### src/rtl/spi_flash_xfer_seq_if.sv
// Request, data-byte and SPI pin bundle for the serial flash transaction sequencer.
// slave is the sequencer's view; master is the requester/flash-side view.
interface spi_flash_xfer_seq_if #(
  parameter int unsigned LEN_W = 13
);
  localparam int unsigned ADDR_W = 24;
  localparam int unsigned BYTE_W = 8;

  logic              req_valid_i;
  logic              req_ready_o;
  logic              req_nrw_i;
  logic [ADDR_W-1:0] req_addr_i;
  logic [LEN_W-1:0]  req_len_i;
  logic [BYTE_W-1:0] wr_data_i;
  logic              wr_valid_i;
  logic              wr_ready_o;
  logic [BYTE_W-1:0] rd_data_o;
  logic              rd_valid_o;
  logic              rd_ready_i;
  logic              sclk_o;
  logic              cs_n_o;
  logic              mosi_o;
  logic              miso_i;
  logic              busy_o;
  logic              done_o;

  modport slave (
    input  req_valid_i, req_nrw_i, req_addr_i, req_len_i,
    input  wr_data_i, wr_valid_i, rd_ready_i, miso_i,
    output req_ready_o, wr_ready_o, rd_data_o, rd_valid_o,
    output sclk_o, cs_n_o, mosi_o, busy_o, done_o
  );

  modport master (
    output req_valid_i, req_nrw_i, req_addr_i, req_len_i,
    output wr_data_i, wr_valid_i, rd_ready_i, miso_i,
    input  req_ready_o, wr_ready_o, rd_data_o, rd_valid_o,
    input  sclk_o, cs_n_o, mosi_o, busy_o, done_o
  );
endinterface

### src/rtl/spi_flash_xfer_seq.sv
// Serial flash transaction sequencer: opcode, 24-bit address, optional dummy byte and
// N data bytes clocked out in SPI mode 0, with byte-level valid/ready flow control.
module spi_flash_xfer_seq #(
  parameter int unsigned CLK_DIV  = 4,
  parameter logic [7:0]  OPC_READ = 8'h0B,
  parameter logic [7:0]  OPC_PROG = 8'h02,
  parameter int unsigned LEN_W    = 13
) (
  input  logic                 clk_i,
  input  logic                 rst_i,
  spi_flash_xfer_seq_if.slave  bus
);

  localparam int unsigned DIV_W  = 8;
  localparam int unsigned ADDR_W = 24;
  localparam logic [DIV_W-1:0] DIV_LAST = DIV_W'(CLK_DIV - 1);

  typedef enum logic [2:0] {
    S_IDLE, S_CS_SETUP, S_CMD, S_ADDR, S_DUMMY, S_DATA, S_CS_HOLD
  } state_e;

  state_e             state_q, state_d;
  logic [DIV_W-1:0]   div_q, div_d;
  logic [2:0]         bit_cnt_q, bit_cnt_d;
  logic [1:0]         hdr_cnt_q, hdr_cnt_d;
  logic [LEN_W-1:0]   byte_cnt_q, byte_cnt_d;
  logic [ADDR_W-1:0]  addr_q, addr_d;
  logic [7:0]         sh_q, sh_d;
  logic [7:0]         rx_q, rx_d;
  logic [7:0]         rd_data_q, rd_data_d;
  logic               nrw_q, nrw_d;
  logic               fetch_q, fetch_d;
  logic               sclk_q, sclk_d;
  logic               cs_n_q, cs_n_d;
  logic               mosi_q, mosi_d;
  logic               rd_valid_q, rd_valid_d;
  logic               wr_ready_q, wr_ready_d;
  logic               busy_q, busy_d;
  logic               req_ready_q, req_ready_d;
  logic               done_q, done_d;
  logic               div_end;
  logic [7:0]         opc;

  // Next-state: the shift states share one bit engine; byte boundaries pick the next phase.
  always_comb begin
    state_d     = state_q;
    div_d       = div_q;
    bit_cnt_d   = bit_cnt_q;
    hdr_cnt_d   = hdr_cnt_q;
    byte_cnt_d  = byte_cnt_q;
    addr_d      = addr_q;
    sh_d        = sh_q;
    rx_d        = rx_q;
    rd_data_d   = rd_data_q;
    nrw_d       = nrw_q;
    fetch_d     = fetch_q;
    sclk_d      = sclk_q;
    cs_n_d      = cs_n_q;
    mosi_d      = mosi_q;
    rd_valid_d  = rd_valid_q;
    wr_ready_d  = 1'b0;
    busy_d      = busy_q;
    req_ready_d = req_ready_q;
    done_d      = 1'b0;
    div_end     = (div_q == DIV_LAST);
    opc         = bus.req_nrw_i ? OPC_PROG : OPC_READ;

    if (rd_valid_q && bus.rd_ready_i) rd_valid_d = 1'b0;

    unique case (state_q)
      S_IDLE: begin
        if (bus.req_valid_i && req_ready_q) begin
          state_d     = S_CS_SETUP;
          cs_n_d      = 1'b0;
          busy_d      = 1'b1;
          req_ready_d = 1'b0;
          nrw_d       = bus.req_nrw_i;
          addr_d      = bus.req_addr_i;
          byte_cnt_d  = bus.req_len_i;
          sh_d        = opc;
          mosi_d      = opc[7];
          div_d       = '0;
          bit_cnt_d   = '0;
          fetch_d     = 1'b0;
        end
      end

      // Doubles as the low phase of the first opcode bit.
      S_CS_SETUP: begin
        if (div_end) begin
          div_d   = '0;
          sclk_d  = 1'b1;
          state_d = S_CMD;
        end else begin
          div_d = DIV_W'(div_q + DIV_W'(1));
        end
      end

      S_CMD, S_ADDR, S_DUMMY, S_DATA: begin
        if (fetch_q) begin
          // Byte boundary in DATA: wait for a write byte or for the previous read byte to drain.
          if (nrw_q) begin
            if (bus.wr_valid_i) begin
              wr_ready_d = 1'b1;
              sh_d       = bus.wr_data_i;
              mosi_d     = bus.wr_data_i[7];
              fetch_d    = 1'b0;
              div_d      = '0;
            end
          end else if (!rd_valid_q || bus.rd_ready_i) begin
            sh_d    = '0;
            mosi_d  = 1'b0;
            fetch_d = 1'b0;
            div_d   = '0;
          end
        end else if (!div_end) begin
          div_d = DIV_W'(div_q + DIV_W'(1));
        end else if (!sclk_q) begin
          div_d  = '0;
          sclk_d = 1'b1;
          rx_d   = {rx_q[6:0], bus.miso_i};
        end else begin
          div_d  = '0;
          sclk_d = 1'b0;
          if (bit_cnt_q != 3'd7) begin
            bit_cnt_d = 3'(bit_cnt_q + 3'd1);
            sh_d      = {sh_q[6:0], 1'b0};
            mosi_d    = sh_q[6];
          end else begin
            bit_cnt_d = '0;
            unique case (state_q)
              S_CMD: begin
                state_d   = S_ADDR;
                hdr_cnt_d = '0;
                sh_d      = addr_q[23:16];
                mosi_d    = addr_q[23];
                addr_d    = {addr_q[15:0], 8'h00};
              end
              S_ADDR: begin
                if (hdr_cnt_q != 2'd2) begin
                  hdr_cnt_d = 2'(hdr_cnt_q + 2'd1);
                  sh_d      = addr_q[23:16];
                  mosi_d    = addr_q[23];
                  addr_d    = {addr_q[15:0], 8'h00};
                end else if (!nrw_q) begin
                  state_d = S_DUMMY;
                  sh_d    = '0;
                  mosi_d  = 1'b0;
                end else if (byte_cnt_q == LEN_W'(0)) begin
                  state_d = S_CS_HOLD;
                  mosi_d  = 1'b0;
                end else begin
                  state_d = S_DATA;
                  fetch_d = 1'b1;
                end
              end
              S_DUMMY: begin
                if (byte_cnt_q == LEN_W'(0)) begin
                  state_d = S_CS_HOLD;
                end else begin
                  state_d = S_DATA;
                  fetch_d = 1'b1;
                end
              end
              default: begin
                if (!nrw_q) begin
                  rd_data_d  = rx_q;
                  rd_valid_d = 1'b1;
                end
                if (byte_cnt_q == LEN_W'(1)) begin
                  state_d = S_CS_HOLD;
                  mosi_d  = 1'b0;
                end else begin
                  byte_cnt_d = LEN_W'(byte_cnt_q - LEN_W'(1));
                  fetch_d    = 1'b1;
                end
              end
            endcase
          end
        end
      end

      S_CS_HOLD: begin
        if (div_end) begin
          div_d       = '0;
          cs_n_d      = 1'b1;
          done_d      = 1'b1;
          busy_d      = 1'b0;
          req_ready_d = 1'b1;
          state_d     = S_IDLE;
        end else begin
          div_d = DIV_W'(div_q + DIV_W'(1));
        end
      end

      default: state_d = S_IDLE;
    endcase
  end

  always_ff @(posedge clk_i or posedge rst_i) begin
    if (rst_i) begin
      state_q     <= S_IDLE;
      div_q       <= '0;
      bit_cnt_q   <= '0;
      hdr_cnt_q   <= '0;
      byte_cnt_q  <= '0;
      addr_q      <= '0;
      sh_q        <= '0;
      rx_q        <= '0;
      rd_data_q   <= '0;
      nrw_q       <= 1'b0;
      fetch_q     <= 1'b0;
      sclk_q      <= 1'b0;
      cs_n_q      <= 1'b1;
      mosi_q      <= 1'b0;
      rd_valid_q  <= 1'b0;
      wr_ready_q  <= 1'b0;
      busy_q      <= 1'b0;
      req_ready_q <= 1'b1;
      done_q      <= 1'b0;
    end else begin
      state_q     <= state_d;
      div_q       <= div_d;
      bit_cnt_q   <= bit_cnt_d;
      hdr_cnt_q   <= hdr_cnt_d;
      byte_cnt_q  <= byte_cnt_d;
      addr_q      <= addr_d;
      sh_q        <= sh_d;
      rx_q        <= rx_d;
      rd_data_q   <= rd_data_d;
      nrw_q       <= nrw_d;
      fetch_q     <= fetch_d;
      sclk_q      <= sclk_d;
      cs_n_q      <= cs_n_d;
      mosi_q      <= mosi_d;
      rd_valid_q  <= rd_valid_d;
      wr_ready_q  <= wr_ready_d;
      busy_q      <= busy_d;
      req_ready_q <= req_ready_d;
      done_q      <= done_d;
    end
  end

  assign bus.req_ready_o = req_ready_q;
  assign bus.wr_ready_o  = wr_ready_q;
  assign bus.rd_data_o   = rd_data_q;
  assign bus.rd_valid_o  = rd_valid_q;
  assign bus.sclk_o      = sclk_q;
  assign bus.cs_n_o      = cs_n_q;
  assign bus.mosi_o      = mosi_q;
  assign bus.busy_o      = busy_q;
  assign bus.done_o      = done_q;

endmodule

### src/flat_wrapper.sv
// flat-port wrapper written by rule: the top's interface ports become plain ports
module spi_flash_xfer_seq_flat 
#(
  parameter int unsigned CLK_DIV  = 4,
  parameter logic [7:0]  OPC_READ = 8'h0B,
  parameter logic [7:0]  OPC_PROG = 8'h02,
  parameter int unsigned LEN_W    = 13
)
  (clk_i, rst_i, bus_req_valid_i, bus_req_nrw_i, bus_req_addr_i, bus_req_len_i, bus_wr_data_i, bus_wr_valid_i, bus_rd_ready_i, bus_miso_i, bus_req_ready_o, bus_wr_ready_o, bus_rd_data_o, bus_rd_valid_o, bus_sclk_o, bus_cs_n_o, bus_mosi_o, bus_busy_o, bus_done_o);
  spi_flash_xfer_seq_if #(.LEN_W(LEN_W)) bus_i ();
  input  logic clk_i;
  input  logic rst_i;
  input wire logic [$bits(bus_i.req_valid_i)-1:0] bus_req_valid_i;
  input wire logic [$bits(bus_i.req_nrw_i)-1:0] bus_req_nrw_i;
  input wire logic [$bits(bus_i.req_addr_i)-1:0] bus_req_addr_i;
  input wire logic [$bits(bus_i.req_len_i)-1:0] bus_req_len_i;
  input wire logic [$bits(bus_i.wr_data_i)-1:0] bus_wr_data_i;
  input wire logic [$bits(bus_i.wr_valid_i)-1:0] bus_wr_valid_i;
  input wire logic [$bits(bus_i.rd_ready_i)-1:0] bus_rd_ready_i;
  input wire logic [$bits(bus_i.miso_i)-1:0] bus_miso_i;
  output wire logic [$bits(bus_i.req_ready_o)-1:0] bus_req_ready_o;
  output wire logic [$bits(bus_i.wr_ready_o)-1:0] bus_wr_ready_o;
  output wire logic [$bits(bus_i.rd_data_o)-1:0] bus_rd_data_o;
  output wire logic [$bits(bus_i.rd_valid_o)-1:0] bus_rd_valid_o;
  output wire logic [$bits(bus_i.sclk_o)-1:0] bus_sclk_o;
  output wire logic [$bits(bus_i.cs_n_o)-1:0] bus_cs_n_o;
  output wire logic [$bits(bus_i.mosi_o)-1:0] bus_mosi_o;
  output wire logic [$bits(bus_i.busy_o)-1:0] bus_busy_o;
  output wire logic [$bits(bus_i.done_o)-1:0] bus_done_o;
  assign bus_i.req_valid_i = bus_req_valid_i;
  assign bus_i.req_nrw_i = bus_req_nrw_i;
  assign bus_i.req_addr_i = bus_req_addr_i;
  assign bus_i.req_len_i = bus_req_len_i;
  assign bus_i.wr_data_i = bus_wr_data_i;
  assign bus_i.wr_valid_i = bus_wr_valid_i;
  assign bus_i.rd_ready_i = bus_rd_ready_i;
  assign bus_i.miso_i = bus_miso_i;
  assign bus_req_ready_o = bus_i.req_ready_o;
  assign bus_wr_ready_o = bus_i.wr_ready_o;
  assign bus_rd_data_o = bus_i.rd_data_o;
  assign bus_rd_valid_o = bus_i.rd_valid_o;
  assign bus_sclk_o = bus_i.sclk_o;
  assign bus_cs_n_o = bus_i.cs_n_o;
  assign bus_mosi_o = bus_i.mosi_o;
  assign bus_busy_o = bus_i.busy_o;
  assign bus_done_o = bus_i.done_o;
  spi_flash_xfer_seq #(.CLK_DIV(CLK_DIV), .OPC_READ(OPC_READ), .OPC_PROG(OPC_PROG), .LEN_W(LEN_W)) u_core (.clk_i(clk_i), .rst_i(rst_i), .bus(bus_i));
endmodule
### config.mk
export PLATFORM = sky130hd
export DESIGN_NAME = spi_flash_xfer_seq_flat
export DESIGN_NICKNAME = d
export VERILOG_FILES = /design/src/rtl/spi_flash_xfer_seq_if.sv /design/src/rtl/spi_flash_xfer_seq.sv /design/src/flat_wrapper.sv
export SDC_FILE = /design/constraint.sdc
export NUM_CORES = 1
export LEC_CHECK = 0
export CAP_MARGIN = 20
export CORE_ASPECT_RATIO = 0.6
export CORE_MARGIN = 3
export CORE_UTILIZATION = 40
export DETAILED_ROUTE_END_ITERATION = 10
export PLACE_DENSITY = 0.67
export REMOVE_ABC_BUFFERS = 1
export SYNTH_ARGS = -nofsm -noshare
export SYNTH_HDL_FRONTEND = slang
export SYNTH_SLANG_ARGS = --single-unit
### constraint.sdc
create_clock -name clk_i -period 3.5 [get_ports clk_i]
set_clock_uncertainty 0.15 [all_clocks]
set_input_delay 0.525 -clock clk_i [delete_from_list [all_inputs] [get_ports clk_i]]
set_output_delay 0.525 -clock clk_i [all_outputs]
set_load 0.01 [all_outputs]
; ---- Word-level counts from Yosys, hierarchy flattened
; Index checks and enable logic that the tools add are counted.
[op_classes]
n_addsub = 4
n_mul = 0
div = 0
order_cmp = 0
n_eq_ne = 33
shifts = 0
mux = 107
bitwise_logic = 5
reduce_logical = 28
[op_table]
columns = cell, n
row1 = $mux W24, 6
row2 = $pmux W24 S2, 2
row3 = $mux W13, 7
row4 = $mux W7, 9
row5 = $mux W8, 6
row6 = $mux W3, 15
row7 = $mux W1, 44
row8 = $pmux W7 S2, 2
row9 = $pmux W13 S2, 1
row10 = $pmux W8 S3, 1
row11 = $reduce_and A8 Y1, 3
row12 = $reduce_and A9 Y1, 2
row13 = $reduce_and A7 Y1, 2
row14 = $eq A13 B1 Y1 const B, 1
row15 = $logic_not A13 Y1, 1
row16 = $sub A13 B1 Y13 const B, 1
row17 = $ne A2 B1 Y1 const B, 6
row18 = $pmux W3 S4, 1
row19 = $reduce_and A4 Y1, 3
row20 = $ne A2 B2 Y1 const B, 5
row21 = $ne A5 B1 Y1 const B, 2
row22 = $pmux W1 S2, 5
row23 = $eq A3 B3 Y1 const B, 3
row24 = $ne A3 B1 Y1 const B, 3
row25 = 33 further kinds, 46
[word_totals]
register_bits = 85
latchBits = 0
ramBits = 0
rom_bits = 0
in_bits = 52
mem_count = 0

; ---- Depth between registers and ports, before layout
[logic_depth]
word_depth = 10
mapped_depth = 9
mapped_depth_nobuf = 7

; ---- Least setup slack after synthesis
; OpenSTA, ideal clock, no wires.
[synth_path]
path_kind = reg2reg
startpoint = reg u_core.div_q[0]
endpoint = reg u_core.mosi_q, in the netlist u_core.bus.mosi_o
arrival_ns = 2.024
required_ns = 3.225
path_slack_ns = 1.201
stages_incl_launch_ff = 7
path_buffers = 0
period_less_slack_ns = 2.299
path_cell_list = dfrtp_1 ha_1 or4b_4 o311ai_4 nand3_1 nor3_1 mux2_2
[synth_between]
elab_chain_cells = 3
[synth_lines]
columns = item, line_no
row1 = from (decl), spi_flash_xfer_seq.sv:23  ; logic [DIV_W-1:0] div_q, div_d;
row2 = from (signal assigned), spi_flash_xfer_seq.sv:223  ; div_q <= div_d;
row3 = $eq A8 B2 Y1, spi_flash_xfer_seq.sv:65  ; div_end = (div_q == DIV_LAST);
row4 = $ne A3 B1 Y1 (no source line), --
row5 = $reduce_and A9 Y1 (no source line), --
row6 = to (signal assigned), spi_flash_xfer_seq.sv:235  ; mosi_q <= mosi_d;
row7 = to (decl), spi_flash_xfer_seq.sv:35  ; logic mosi_q, mosi_d;
; No other way between the ends.
; A chain may end at the register's enable or synchronous reset.

; ---- Worst setup path in the final report
[layout_path]
startpoint = reg u_core.byte_cnt_q[6]
endpoint = reg u_core.byte_cnt_q[3]
[layout_between]
elab_chain_cells = 3
[layout_lines]
columns = item, line_no
row1 = from (decl), spi_flash_xfer_seq.sv:26  ; logic [LEN_W-1:0] byte_cnt_q, byte_cnt_d;
row2 = from (signal assigned), spi_flash_xfer_seq.sv:226  ; byte_cnt_q <= byte_cnt_d;
row3 = $eq A13 B1 Y1, spi_flash_xfer_seq.sv:170  ; if (byte_cnt_q == LEN_W'(1)) begin
row4 = $ne A2 B2 Y1 (no source line), --
row5 = $reduce_and A8 Y1 (no source line), --
; No other way between the ends.

==> metrics.md <==
| Metric | Value |
|---|---|
| RR Startpoint | u_core.byte_cnt_q[6] |
| Fill cells | 1064 |
| Hold Crit Start | u_core.sh_q[6] |
| Actual slew at the worst max-slew pin | 0.863 ns |
| Outcome | completed |
| Cts bufs inserted | 9 |
| Clk sinks | 85 |
| First-pass GRT wire length | 20300 µm |
| Final setup viols | 0 |
| Initial drt markers | 320 |
| Placer Congestion | 0.917 |
| Post-synth EDFFs | 0 |
| DRC | 0 |
| Largest family of logic cells by synthesized area | compound AO/OA/AOI/OAI gates |
| Type of origin of the critical path | register |
| Avg Inst Size Synth | 9.27 µm² |
| Post-Syn Instances | 513 |
| DIE AREA | 13300 µm² |
| Synthesized flop and latch total | 85 |
| Postcts setup bufs | 0 |
| Post-Synth Simple-Gate Area | 20.3% |
| Hold Buf Count CTS | 0 |
| Endpoint type of the worst setup path | register |
| VDD IR-drop max | 0.000222 V |
| Vias/cell | 5.57 |
| Complex-gate fraction of the synthesized area | 22.6% |
| Max Fclk | 374 MHz |
| Pin count of the biggest net entering global routing | 50 |
| Antenna Cells | 0 |
| H-tree depth | 3 |
| Share of cells above drive strength 1 | 12.7% |
| Area after DPL | 5630 µm² |
| Crit path DAT | 2.77 ns |
| Post-Synth Adder-Cell Area | 1.84% |
| DRT antenna net count | 0 |
| Fin Hold WS | 0.330 ns |
| Kind of critical path | register to register |
| MaxCap Viol Count | 0 |
| TritonCTS clock tree | built |
| Hold crit path type | register to register |
| Distinct cells, synth | 76 |
| Design Area, Final | 5940 µm² |
| Max-slew headroom | 42.4% |
| Row Count | 30 |
| Clock slew at reported path FFs | 0.07 ns |
| Final Hold Violating Endpoints | 0 |
| Root Buffer | clkbuf_16 |
| Initial antenna violation count | 0 |
| Initial Util | 41.6% |
| Proportion of synthesized area in mux cells | 4.71% |
| Die Height | 90.5 µm |
| RSZ-0062 raised after global routing | no |
| XOR/XNOR Fraction of Synth Area | 0.868% |
| Netlist Area Pre-Place | 4760 µm² |
| Pwr Density | 347 nW/µm² |
| IO buf count | 67 |
| Global route overflow | 0 |
| Worst-Skew Late Latency | 0.34 ns |
| Synth async-reset ratio | 100% |
| Io pins | 68 |
| Die Width | 147 µm |
| All-Layer GR Usage | 18.8% |
| Max-slew violations | 0 |
| Resize count post-CTS | 0 |
| Routed vias | 4107 |
| Placed wire-length estimate | 8600 µm |
| Drt total wl | 12100 µm |
| P_leak | 0.00252 µW |
| Crit path from | u_core.byte_cnt_q[6] |
| Crit Path Max Fanout | 19 |
| Final worst-path cycle share | 76.4% |
| Final min period | 2.67 ns |
| Drt pass-1 iters | 5 |
| Vias in the first global route | 3932 |
| Crit path required time | 3.60 ns |
| Sequential cell area | 2130 µm² |
| CTS max path bufs | 2 |
| Synth Warn # | 0 |
| Wire per inst | 16.4 µm |
| Multi-input gate area | 2430 µm² |
| Seq/Total Area, Yosys | 44.7% |
| Area Overhead vs Synth | 24.9% |
| Most frequent cells in the layout | dfrtp_1, clkdlybuf4s50_1, nand2_1 |
| Fin nets | 631 |
| Core Box Area | 11400 µm² |
| Top_reg_cell synth | dfrtp_1 |
| Commonest non-fill, non-tap cell in the layout | dfrtp_1 |
==> cells by family after synthesis <==
family | after synthesis
xor+xnor | 3
mux | 20
compound gates | 153
flops | 85
fa+ha+maj | 7
simple gates | 189
buf+inv | 56
==> layer usage <==
layer	vias to the layer above	track usage (%)	share of wire [%]
li1	1983	-	-
met1	1969	29.4	51
met2	147	25.6	40
met3	8	5.22	7.6
met4	0	4.07	0.69
met5	-	0	0
==> power breakdown <==
part | internal [µW] | switching, µW
clock network | 578 | 418
registers | 982 | 0.0000000000000573
logic | 52.9 | 32.3
==> final timing paths <==
check	to	slack, ns	cells past startpoint
min reg2reg	u_core.sh_q[6]	0.33	2
max	u_core.byte_cnt_q[3]	0.83	5
min	u_core.sh_q[6]	0.33	2
max reg2reg	u_core.byte_cnt_q[3]	0.83	5
min in group asynchronous	u_core.bus.done_o	0.51	2
max in group asynchronous	u_core.addr_q[16]	2.01	3
==> through the flow <==
stage,TNS [ns],utilization (%),power [µW],cells,setup slack (ns)
3_3_place_gp,0,49.2,1090,721,0.774
6_report,0,51.9,2060,737,0.827
3_5_place_dp,0,49.2,1090,721,0.696
5_1_grt,0,51.9,2130,737,0.570
2_1_floorplan,-29.33,-,1020,479,-1.16
4_1_cts,0,51.9,2090,737,0.838
==> worst max-delay path: stages, from the launching register on <==
cell,delay (ns)
dfrtp_1,0.45
nor4_1,0.64
a31oi_1,0.31
o2111ai_2,0.70
o21ai_0,0.22
o21ai_0,0.11
==> registers in the layout, indices dropped and copies added (netlist names), 2 cells and up <==
signal / flops
u_core.sh_q: 7
u_core.rx_q: 8
u_core.div_q: 8
u_core.bus.rd_data_o: 8
u_core.bit_cnt_q: 3
u_core.byte_cnt_q: 13
u_core.hdr_cnt_q: 2
u_core.addr_q: 24
u_core.state_q: 3
==> synthesized netlist by cell type, types with 2 or more instances <==
cell type / instances / area share, %
a221oi_1: 2 / 0.37
o21ai_0: 39 / 4.1
a211oi_1: 3 / 0.47
a2bb2oi_1: 3 / 0.55
buf_1: 3 / 0.24
a31oi_1: 24 / 3.2
clkbuf_1: 18 / 1.4
nor4_2: 2 / 0.53
dfrtp_1: 84 / 44
o22ai_1: 7 / 0.92
nor2b_1: 7 / 0.92
nor4_1: 4 / 0.53
nor4b_1: 3 / 0.55
and3_1: 8 / 1.1
nand2_1: 59 / 4.7
nand4_1: 3 / 0.39
a22oi_1: 6 / 0.95
nand2b_1: 13 / 1.7
nor2_1: 44 / 3.5
o21a_1: 3 / 0.47
buf_4: 2 / 0.32
a21oi_1: 28 / 2.9
mux2_2: 19 / 4.5
o31ai_1: 4 / 0.63
nor3_1: 6 / 0.63
buf_2: 10 / 1.1
nand3_1: 21 / 2.2
o31ai_2: 2 / 0.53
and2_1: 4 / 0.53
or3_1: 3 / 0.39
a21o_1: 2 / 0.32
inv_1: 22 / 1.7
a22o_1: 3 / 0.55
o41ai_1: 3 / 0.55
o22a_1: 2 / 0.37
ha_1: 7 / 1.8
==> cell type report <==
| type | count | area share, % |
|---|---|---|
| multi-input cells | 372 | 40.8 |
| flip-flops and latches | 85 | 35.8 |
| repair buffers | 82 | 13.4 |
| clock buffers | 10 | 4.02 |
| well taps | 160 | 3.37 |
| inverters | 22 | 1.41 |
| clock inverters | 6 | 1.18 |
(Power assumes the default switching activity.)
